**config.mk**
```make
export PLATFORM = sky130hd
export DESIGN_NAME = pyfive_wb_uart
export DESIGN_NICKNAME = d
export VERILOG_FILES = /design/src/rtl/pyfive_wb_uart_pkg.sv /design/src/rtl/pyfive_wb_uart_fifo.sv /design/src/rtl/pyfive_wb_uart.sv
export SDC_FILE = /design/constraint.sdc
export NUM_CORES = 1
export LEC_CHECK = 0
export ABC_CLOCK_PERIOD_IN_PS = 2900
export BUFFER_PORTS_ARGS = -buffer_cell sky130_fd_sc_hd__buf_2
export CORE_MARGIN = 5
export CORE_UTILIZATION = 50
export CTS_BUF_LIST = sky130_fd_sc_hd__clkbuf_8 sky130_fd_sc_hd__clkbuf_16
export DETAILED_ROUTE_END_ITERATION = 10
export PLACE_DENSITY = 0.7
export SYNTH_ARGS = -nofsm -noshare
export SYNTH_HDL_FRONTEND = slang
export SYNTH_SLANG_ARGS = --single-unit
```
**constraint.sdc**
```tcl
create_clock -name wb_clk_i -period 2.9 [get_ports wb_clk_i]
set_clock_uncertainty 0.05 [all_clocks]
set_input_delay 0.435 -clock wb_clk_i [delete_from_list [all_inputs] [get_ports wb_clk_i]]
set_output_delay 0.435 -clock wb_clk_i [all_outputs]
set_load 0.03 [all_outputs]
```
**src/rtl/pyfive_wb_uart_pkg.sv**
```systemverilog
// pyfive_wb_uart shared definitions:
// register offsets, STATUS bit indices, FSM states.
package pyfive_wb_uart_pkg;

  localparam logic [1:0] UART_REG_DATA   = 2'd0;
  localparam logic [1:0] UART_REG_STATUS = 2'd1;
  localparam logic [1:0] UART_REG_DIV    = 2'd2;
  localparam logic [1:0] UART_REG_IRQ    = 2'd3;

  localparam int ST_TX_FULL  = 0;
  localparam int ST_TX_EMPTY = 1;
  localparam int ST_RX_EMPTY = 2;
  localparam int ST_RX_FULL  = 3;
  localparam int ST_RX_OVR   = 4;
  localparam int ST_FRM_ERR  = 5;
  localparam int ST_TX_BUSY  = 6;

  typedef enum logic [1:0] {
    UART_IDLE  = 2'd0,
    UART_START = 2'd1,
    UART_DATA  = 2'd2,
    UART_STOP  = 2'd3
  } uart_state_t;

endpackage

```
**src/rtl/pyfive_wb_uart_fifo.sv**
```systemverilog
// pyfive_fifo: synchronous FIFO, power-of-two DEPTH.
// A pop frees the slot for a same-cycle push when full.
module pyfive_fifo #(
  parameter int WIDTH = 8,
  parameter int DEPTH = 16
) (
  input  logic                     clk,
  input  logic                     rst,
  input  logic                     push,
  input  logic                     pop,
  input  logic [WIDTH-1:0]         din,
  output logic [WIDTH-1:0]         dout,
  output logic                     full,
  output logic                     empty,
  output logic [$clog2(DEPTH):0]   count
);

  localparam int AW = $clog2(DEPTH);

  logic [WIDTH-1:0] mem [DEPTH];
  logic [AW-1:0]    wr_ptr;
  logic [AW-1:0]    rd_ptr;
  logic             do_push;
  logic             do_pop;

  assign full    = count[AW];
  assign empty   = (count == '0);
  assign do_pop  = pop && !empty;
  assign do_push = push && (!full || do_pop);
  assign dout    = mem[rd_ptr];

  // storage write, no reset needed
  always_ff @(posedge clk) begin
    if (do_push) mem[wr_ptr] <= din;
  end

  // pointers wrap naturally, count tracks occupancy
  always_ff @(posedge clk) begin
    if (rst) begin
      wr_ptr <= '0;
      rd_ptr <= '0;
      count  <= '0;
    end else begin
      if (do_push) wr_ptr <= wr_ptr + AW'(1);
      if (do_pop)  rd_ptr <= rd_ptr + AW'(1);
      count <= count
             + {{AW{1'b0}}, do_push}
             - {{AW{1'b0}}, do_pop};
    end
  end

endmodule

```
**src/rtl/pyfive_wb_uart.sv**
```systemverilog
// pyfive_wb_uart: Wishbone classic 8N1 UART with FIFOs.
// Optional IRQ output/register under PYFIVE_UART_IRQ_EN.
module pyfive_wb_uart
  import pyfive_wb_uart_pkg::*;
#(
  parameter int               FIFO_DEPTH = 16,
  parameter int               DIV_W      = 16,
  parameter logic [DIV_W-1:0] DIV_RESET  = 16'd867
) (
  input  logic        wb_clk_i,
  input  logic        wb_rst_i,
  input  logic        wbs_cyc_i,
  input  logic        wbs_stb_i,
  input  logic        wbs_we_i,
  input  logic [3:0]  wbs_sel_i,
  input  logic [3:0]  wbs_adr_i,
  input  logic [31:0] wbs_dat_i,
  output logic        wbs_ack_o,
  output logic [31:0] wbs_dat_o,
  input  logic        uart_rx,
  output logic        uart_tx
`ifdef PYFIVE_UART_IRQ_EN
  ,
  output logic        irq_o
`endif
);

  localparam int CW = $clog2(FIFO_DEPTH) + 1;

  logic             clk;
  logic             rst;
  logic [1:0]       reg_sel;
  logic             sel_data, sel_stat, sel_div, sel_irq;
  logic             access, wr, rd;
  logic [31:0]      rdata, status;
  logic [DIV_W-1:0] div_q;
  logic             ovr_q, ferr_q, rd_pop_q;

  logic             tx_push, tx_pop, tx_full, tx_empty;
  logic [7:0]       tx_dout;
  logic [CW-1:0]    tx_count;
  logic             rx_push, rx_pop, rx_full, rx_empty;
  logic [7:0]       rx_dout;
  logic [CW-1:0]    rx_count;
  logic             ovr_set, ferr_set;

  uart_state_t      tx_st, tx_st_n;
  logic [DIV_W-1:0] tx_cnt, tx_cnt_n;
  logic [2:0]       tx_bit, tx_bit_n;
  logic [7:0]       tx_sh, tx_sh_n;

  uart_state_t      rx_st, rx_st_n;
  logic [DIV_W-1:0] rx_cnt, rx_cnt_n;
  logic [2:0]       rx_bit, rx_bit_n;
  logic [7:0]       rx_sh, rx_sh_n;
  logic             rx_s1, rx_s2, rx_q;
  logic [DIV_W:0]   rx_half;

  assign clk      = wb_clk_i;
  assign rst      = wb_rst_i;
  assign reg_sel  = wbs_adr_i[3:2];
  assign sel_data = (reg_sel == UART_REG_DATA);
  assign sel_stat = (reg_sel == UART_REG_STATUS);
  assign sel_div  = (reg_sel == UART_REG_DIV);
  assign sel_irq  = (reg_sel == UART_REG_IRQ);
  assign access   = wbs_cyc_i && wbs_stb_i && !wbs_ack_o;
  assign wr       = access && wbs_we_i;
  assign rd       = access && !wbs_we_i;
  assign tx_push  = wr && sel_data;
  assign rx_pop   = rd_pop_q;
  assign ovr_set  = rx_push && rx_full && !rx_pop;

  pyfive_fifo #(.WIDTH(8), .DEPTH(FIFO_DEPTH)) u_tx_fifo (
    .clk(clk), .rst(rst),
    .push(tx_push), .pop(tx_pop),
    .din(wbs_dat_i[7:0]), .dout(tx_dout),
    .full(tx_full), .empty(tx_empty), .count(tx_count)
  );

  pyfive_fifo #(.WIDTH(8), .DEPTH(FIFO_DEPTH)) u_rx_fifo (
    .clk(clk), .rst(rst),
    .push(rx_push), .pop(rx_pop),
    .din(rx_sh_n), .dout(rx_dout),
    .full(rx_full), .empty(rx_empty), .count(rx_count)
  );

  // status word assembly
  always_comb begin
    status = '0;
    status[ST_TX_FULL]  = tx_full;
    status[ST_TX_EMPTY] = tx_empty;
    status[ST_RX_EMPTY] = rx_empty;
    status[ST_RX_FULL]  = rx_full;
    status[ST_RX_OVR]   = ovr_q;
    status[ST_FRM_ERR]  = ferr_q;
    status[ST_TX_BUSY]  = (tx_st != UART_IDLE);
  end

`ifdef PYFIVE_UART_IRQ_EN
  logic [2:0] irq_en_q;
`endif

  // read mux
  always_comb begin
    rdata = '0;
    unique case (1'b1)
      sel_data: if (!rx_empty) rdata = {23'b0, 1'b1, rx_dout};
      sel_stat: rdata = status;
      sel_div:  rdata[DIV_W-1:0] = div_q;
      sel_irq: begin
`ifdef PYFIVE_UART_IRQ_EN
        rdata[2:0] = irq_en_q;
`endif
      end
      default: rdata = '0;
    endcase
  end

  // bus ack and registered read data; DATA pops on the ack cycle
  always_ff @(posedge clk) begin
    if (rst) begin
      wbs_ack_o <= 1'b0;
      wbs_dat_o <= '0;
      rd_pop_q  <= 1'b0;
    end else begin
      wbs_ack_o <= access;
      wbs_dat_o <= rd ? rdata : '0;
      rd_pop_q  <= rd && sel_data && !rx_empty;
    end
  end

  // divider and sticky error flags
  always_ff @(posedge clk) begin
    if (rst) begin
      div_q  <= DIV_RESET;
      ovr_q  <= 1'b0;
      ferr_q <= 1'b0;
    end else begin
      if (wr && sel_div) div_q <= wbs_dat_i[DIV_W-1:0];
      ovr_q  <= (ovr_q && !(wr && sel_stat && wbs_dat_i[ST_RX_OVR]))
              || ovr_set;
      ferr_q <= (ferr_q && !(wr && sel_stat && wbs_dat_i[ST_FRM_ERR]))
              || ferr_set;
    end
  end

`ifdef PYFIVE_UART_IRQ_EN
  // interrupt enable register and registered irq
  always_ff @(posedge clk) begin
    if (rst) begin
      irq_en_q <= '0;
      irq_o    <= 1'b0;
    end else begin
      if (wr && sel_irq) irq_en_q <= wbs_dat_i[2:0];
      irq_o <= |(irq_en_q & {ovr_q | ferr_q, tx_empty, !rx_empty});
    end
  end
`endif

  // TX state register
  always_ff @(posedge clk) begin
    if (rst) begin
      tx_st  <= UART_IDLE;
      tx_cnt <= '0;
      tx_bit <= '0;
      tx_sh  <= '0;
    end else begin
      tx_st  <= tx_st_n;
      tx_cnt <= tx_cnt_n;
      tx_bit <= tx_bit_n;
      tx_sh  <= tx_sh_n;
    end
  end

  // TX next state; divider is reloaded only at bit boundaries
  always_comb begin
    tx_st_n  = tx_st;
    tx_cnt_n = tx_cnt - DIV_W'(1);
    tx_bit_n = tx_bit;
    tx_sh_n  = tx_sh;
    tx_pop   = 1'b0;
    unique case (tx_st)
      UART_IDLE: begin
        tx_cnt_n = div_q;
        if (!tx_empty) begin
          tx_st_n = UART_START;
          tx_pop  = 1'b1;
          tx_sh_n = tx_dout;
        end
      end
      UART_START: if (tx_cnt == '0) begin
        tx_st_n  = UART_DATA;
        tx_cnt_n = div_q;
        tx_bit_n = '0;
      end
      UART_DATA: if (tx_cnt == '0) begin
        tx_cnt_n = div_q;
        tx_sh_n  = {1'b0, tx_sh[7:1]};
        tx_bit_n = tx_bit + 3'd1;
        if (tx_bit == 3'd7) tx_st_n = UART_STOP;
      end
      UART_STOP: if (tx_cnt == '0) begin
        tx_cnt_n = div_q;
        if (!tx_empty) begin
          tx_st_n = UART_START;
          tx_pop  = 1'b1;
          tx_sh_n = tx_dout;
        end else begin
          tx_st_n = UART_IDLE;
        end
      end
      default: tx_st_n = UART_IDLE;
    endcase
  end

  assign uart_tx = (tx_st == UART_START) ? 1'b0 :
                   (tx_st == UART_DATA)  ? tx_sh[0] : 1'b1;

  // RX synchroniser and edge history
  always_ff @(posedge clk) begin
    if (rst) begin
      rx_s1 <= 1'b1;
      rx_s2 <= 1'b1;
      rx_q  <= 1'b1;
    end else begin
      rx_s1 <= uart_rx;
      rx_s2 <= rx_s1;
      rx_q  <= rx_s2;
    end
  end

  // RX state register
  always_ff @(posedge clk) begin
    if (rst) begin
      rx_st  <= UART_IDLE;
      rx_cnt <= '0;
      rx_bit <= '0;
      rx_sh  <= '0;
    end else begin
      rx_st  <= rx_st_n;
      rx_cnt <= rx_cnt_n;
      rx_bit <= rx_bit_n;
      rx_sh  <= rx_sh_n;
    end
  end

  assign rx_half = ({1'b0, div_q} + {{DIV_W{1'b0}}, 1'b1}) >> 1;

  // RX next state; mid-bit sampling after a half-period start check
  always_comb begin
    rx_st_n  = rx_st;
    rx_cnt_n = rx_cnt - DIV_W'(1);
    rx_bit_n = rx_bit;
    rx_sh_n  = rx_sh;
    rx_push  = 1'b0;
    ferr_set = 1'b0;
    unique case (rx_st)
      UART_IDLE: begin
        rx_cnt_n = rx_half[DIV_W-1:0];
        if (rx_q && !rx_s2) rx_st_n = UART_START;
      end
      UART_START: if (rx_cnt == '0) begin
        rx_cnt_n = div_q;
        rx_bit_n = '0;
        rx_st_n  = rx_s2 ? UART_IDLE : UART_DATA;
      end
      UART_DATA: if (rx_cnt == '0) begin
        rx_cnt_n = div_q;
        rx_sh_n  = {rx_s2, rx_sh[7:1]};
        rx_bit_n = rx_bit + 3'd1;
        if (rx_bit == 3'd7) rx_st_n = UART_STOP;
      end
      UART_STOP: if (rx_cnt == '0) begin
        rx_st_n  = UART_IDLE;
        rx_push  = rx_s2;
        ferr_set = !rx_s2;
      end
      default: rx_st_n = UART_IDLE;
    endcase
  end

  logic unused;
  assign unused = &{1'b0, wbs_sel_i, wbs_adr_i[1:0], wbs_dat_i,
                    tx_count, rx_count, rx_half[DIV_W]};

endmodule

```
==> results.md <==
- Status: finished, final reports clean
- Antenna violations before repair: 1
- DIE HEIGHT: 193 µm
- LEAKAGE: 6.55 nW
- Final setup violation count: 0
- Most frequent cells in the layout: edfxtp_1 (256), dfxtp_1 (127), nand2_1 (69)
- Share of cells above drive strength 1: 21.8%
- #FFs+latches synth: 387
- Max cap viols: 0
- Element type at the critical path start: flip-flop
- Net total in the final layout: 1367
- Pins Over Slew Limit: 0
- CP endpoint: u_tx_fifo.count[4]$_SDFF_PP0_
- Total Routing Usage GR: 19.1%
- Die Area: 37200 µm²
- Final WL: 35200 µm
- Power share of the clock group: 33.9%
- Critical path class: flip-flop to flip-flop
- Non-filler cells, final: 1757
- IO Pins: 80
- Core area: 33300 µm²
- Reg2reg end: u_tx_fifo.count[4]$_SDFF_PP0_
- Clock Tree Buf Depth: 3
- Power density over the cells: 728 nW/µm²
- Sequential share of power: 45.6%
- Yosys top cell area share: 46.0%
- Average wire per standard cell: 20.0 µm
- Global-route wire length before repair: 55200 µm
- Unrepaired setup endpoints after global routing: yes
- Unique cell type count in the Yosys netlist: 79
- Worst reg2reg path depth: 13
- DPL Wire Length: 23000 µm
- Fin. Hold Viols: 0
- R2r startpoint: u_tx_fifo.count[2]$_SDFF_PP0_
- Vias: 10055
- Data arrival, critical path: 3250 ps
- Prevailing post-synth register cell: edfxtp_1
- Drt drc: 0
- Gpl congestion: 0.819
- Crit. Startpoint: u_tx_fifo.count[2]$_SDFF_PP0_
- Cell Area, Synth: 16700 µm²
- Setup crit end kind: flip-flop
- Ys async rst share: 0%
- WP data required: 3320 ps
- Worst setup margin: 64.1 ps
- Net Sw Power: 3.77 mW
- Syn avg cell area: 13.8 µm²
- Setup_tns: 0 ps
- Sw Share: 27.5%
- Register area share after synthesis: 61.7%
- Total power: 13.7 mW
- H-tree depth: 2
- Ant diodes: 0
- Combinational power share: 20.6%
- Largest net degree at the start of global routing: 50
- Worst hold path class: primary input to flip-flop
- Top cells by area, synth: edfxtp_1 (46%), dfxtp_1 (16%), mux4_2 (9.0%)
- Skew-Pair Late Insertion Delay: 540 ps
- CTS tree: done
- R2R Setup Slk: 60 ps
- P_int: 9.93 mW
- Fmax: 353 MHz
- Largest area contributor in the netlist: edfxtp_1
- Period utilization: 97.8%
- Initial core utilization: 50.2%
- Pre-antenna DRT Iters: 6
- Port bufs: 41
- Crit-path max FO: 2
- Antenna viol nets, final: 0
- Placed insts: 1684
- Die Wd: 193 µm
- Row cnt: 67
- Slew HR: 49.4%
- Cell chosen for the clock root: clkbuf_16
- Via/cell ratio: 5.72
- Commonest non-fill, non-tap cell in the layout: edfxtp_1
- DRT iter0 DRCs: 762
- # clock sinks: 387
- Number of fill cells in the layout: 2651
- Pre-CTS setup slack: -63.2 ps
- Area growth from synthesis to layout: 12.7%
- Peak VDD IR: 774 µV
- Tmin final: 2840 ps
- Slew @ Worst Pin: 759 ps
- Cell count after synthesis: 1211
- Yosys warnings: 0
- Hold WS: 27.0 ps
- Total grt overflow: 0
- Vias in the first global route: 9908
- Clock Pin Slew Worst Setup and Hold Paths: 60 ps
- Number of enable flip-flop cells after synthesis: 256
- Cts bufs inserted: 39
-- metrics by stage --
stage | utilization, % | cell area, µm²
floorplan | - | 16800
global placement | 52.8 | 17600
detailed placement | 52.8 | 17600
CTS | 56.4 | 18800
global route | 56.6 | 18800
finish | 56.6 | 18800
-- power by group through the flow --
stage / Clock, mW / Combinational, mW / Sequential [mW]
3_3_place_gp: 0 / 2.67 / 6.34
3_5_place_dp: 0 / 2.72 / 6.35
2_1_floorplan: 0 / 2.03 / 6.32
6_report: 4.64 / 2.81 / 6.24
4_1_cts: 4.74 / 2.78 / 6.24
5_1_grt: 4.99 / 3.14 / 6.26
-- cell type report --
class                      instances  area (µm²)  area share [%]
sequential                       387       10300            54.8
clock inverter                    28         143           0.758
clock buffer                      43        1040            5.54
timing repair buffer              95         648            3.44
tap                              448         561            2.98
inverter                          36         135           0.718
multi-input combinational        720        5980            31.8
-- layer usage --
layer  vias up  global-route usage, %  wire (µm)
met3        49                   3.11       1930
li1       4727                      -          -
met1      4988                   26.0      15000
met5         -                      0          0
met4         0                   5.27        660
met2       291                   32.0      17600
-- repair_timing --
item / in CTS / in global routing
resized for setup: 7 / 17
buffers inserted: 2 / 0
hold buffers: 0 / 0
setup endpoints to repair: 1 / 113
pin swaps: 5 / 3
-- kinds of logic (layout without fill, tap and decap cells) --
group	count (synthesis)	in the layout	share of synthesized area (%)
other cells	1	16	0.0225
xor+xnor	41	41	2.15
buf+inv	119	202	3.26
flops	387	387	61.7
fa+ha+maj	42	42	3.24
compound gates	197	197	8.10
mux	86	86	10.2
simple gates	338	338	11.2
-- registers in the layout, indices dropped and copies added (netlist names), 8 cells and up, named ones only --
signal and count:
tx_cnt 16, div_q 16, u_tx_fifo.mem 128, u_rx_fifo.mem 128
wbs_dat_o 16, rx_cnt 16, rx_sh 8, tx_sh 8
-- synth_stat cells (all sizes together) (12+ instances only) --
cell type / number
a22oi: 17
a211oi: 26
nor3: 15
clkbuf: 44
inv: 35
edfxtp: 256
a21oi: 58
nor2: 68
nand3: 36
o211ai: 12
ha: 40
xor2: 14
buf: 39
and2: 21
dfxtp: 131
nand2: 69
o21ai: 31
and3: 41
mux4: 67
xnor2: 27
nor2b: 21
-- worst max-delay path, stage by stage (launching register included) --
cell	delay [ps]
dfxtp_2	320
inv_2	70
ha_4	130
or4b_4	460
nand4_1	150
o22ai_4	110
ha_4	280
inv_2	30
ha_2	180
fa_2	350
a21oi_2	120
nor2_1	50
or3_1	340
a21oi_1	130
-- worst min-delay path by stage --
| stage | slack [ps] | endpoint | start | depth (start not counted) |
|---|---|---|---|---|
| after global routing | 30 | rx_s1$_SDFF_PP1_ | uart_rx | 2 |
| final | 30 | rx_s1$_SDFF_PP1_ | uart_rx | 2 |
| after global placement | 360 | rx_s2$_SDFF_PP1_ | rx_s1$_SDFF_PP1_ | 1 |
| after detailed placement | 350 | rx_s2$_SDFF_PP1_ | rx_s1$_SDFF_PP1_ | 1 |
| after CTS | 10 | rx_s1$_SDFF_PP1_ | uart_rx | 2 |
| after floorplan | 340 | rx_s2$_SDFF_PP1_ | rx_s1$_SDFF_PP1_ | 1 |
Note: power is estimated with default switching activity, not from simulation.
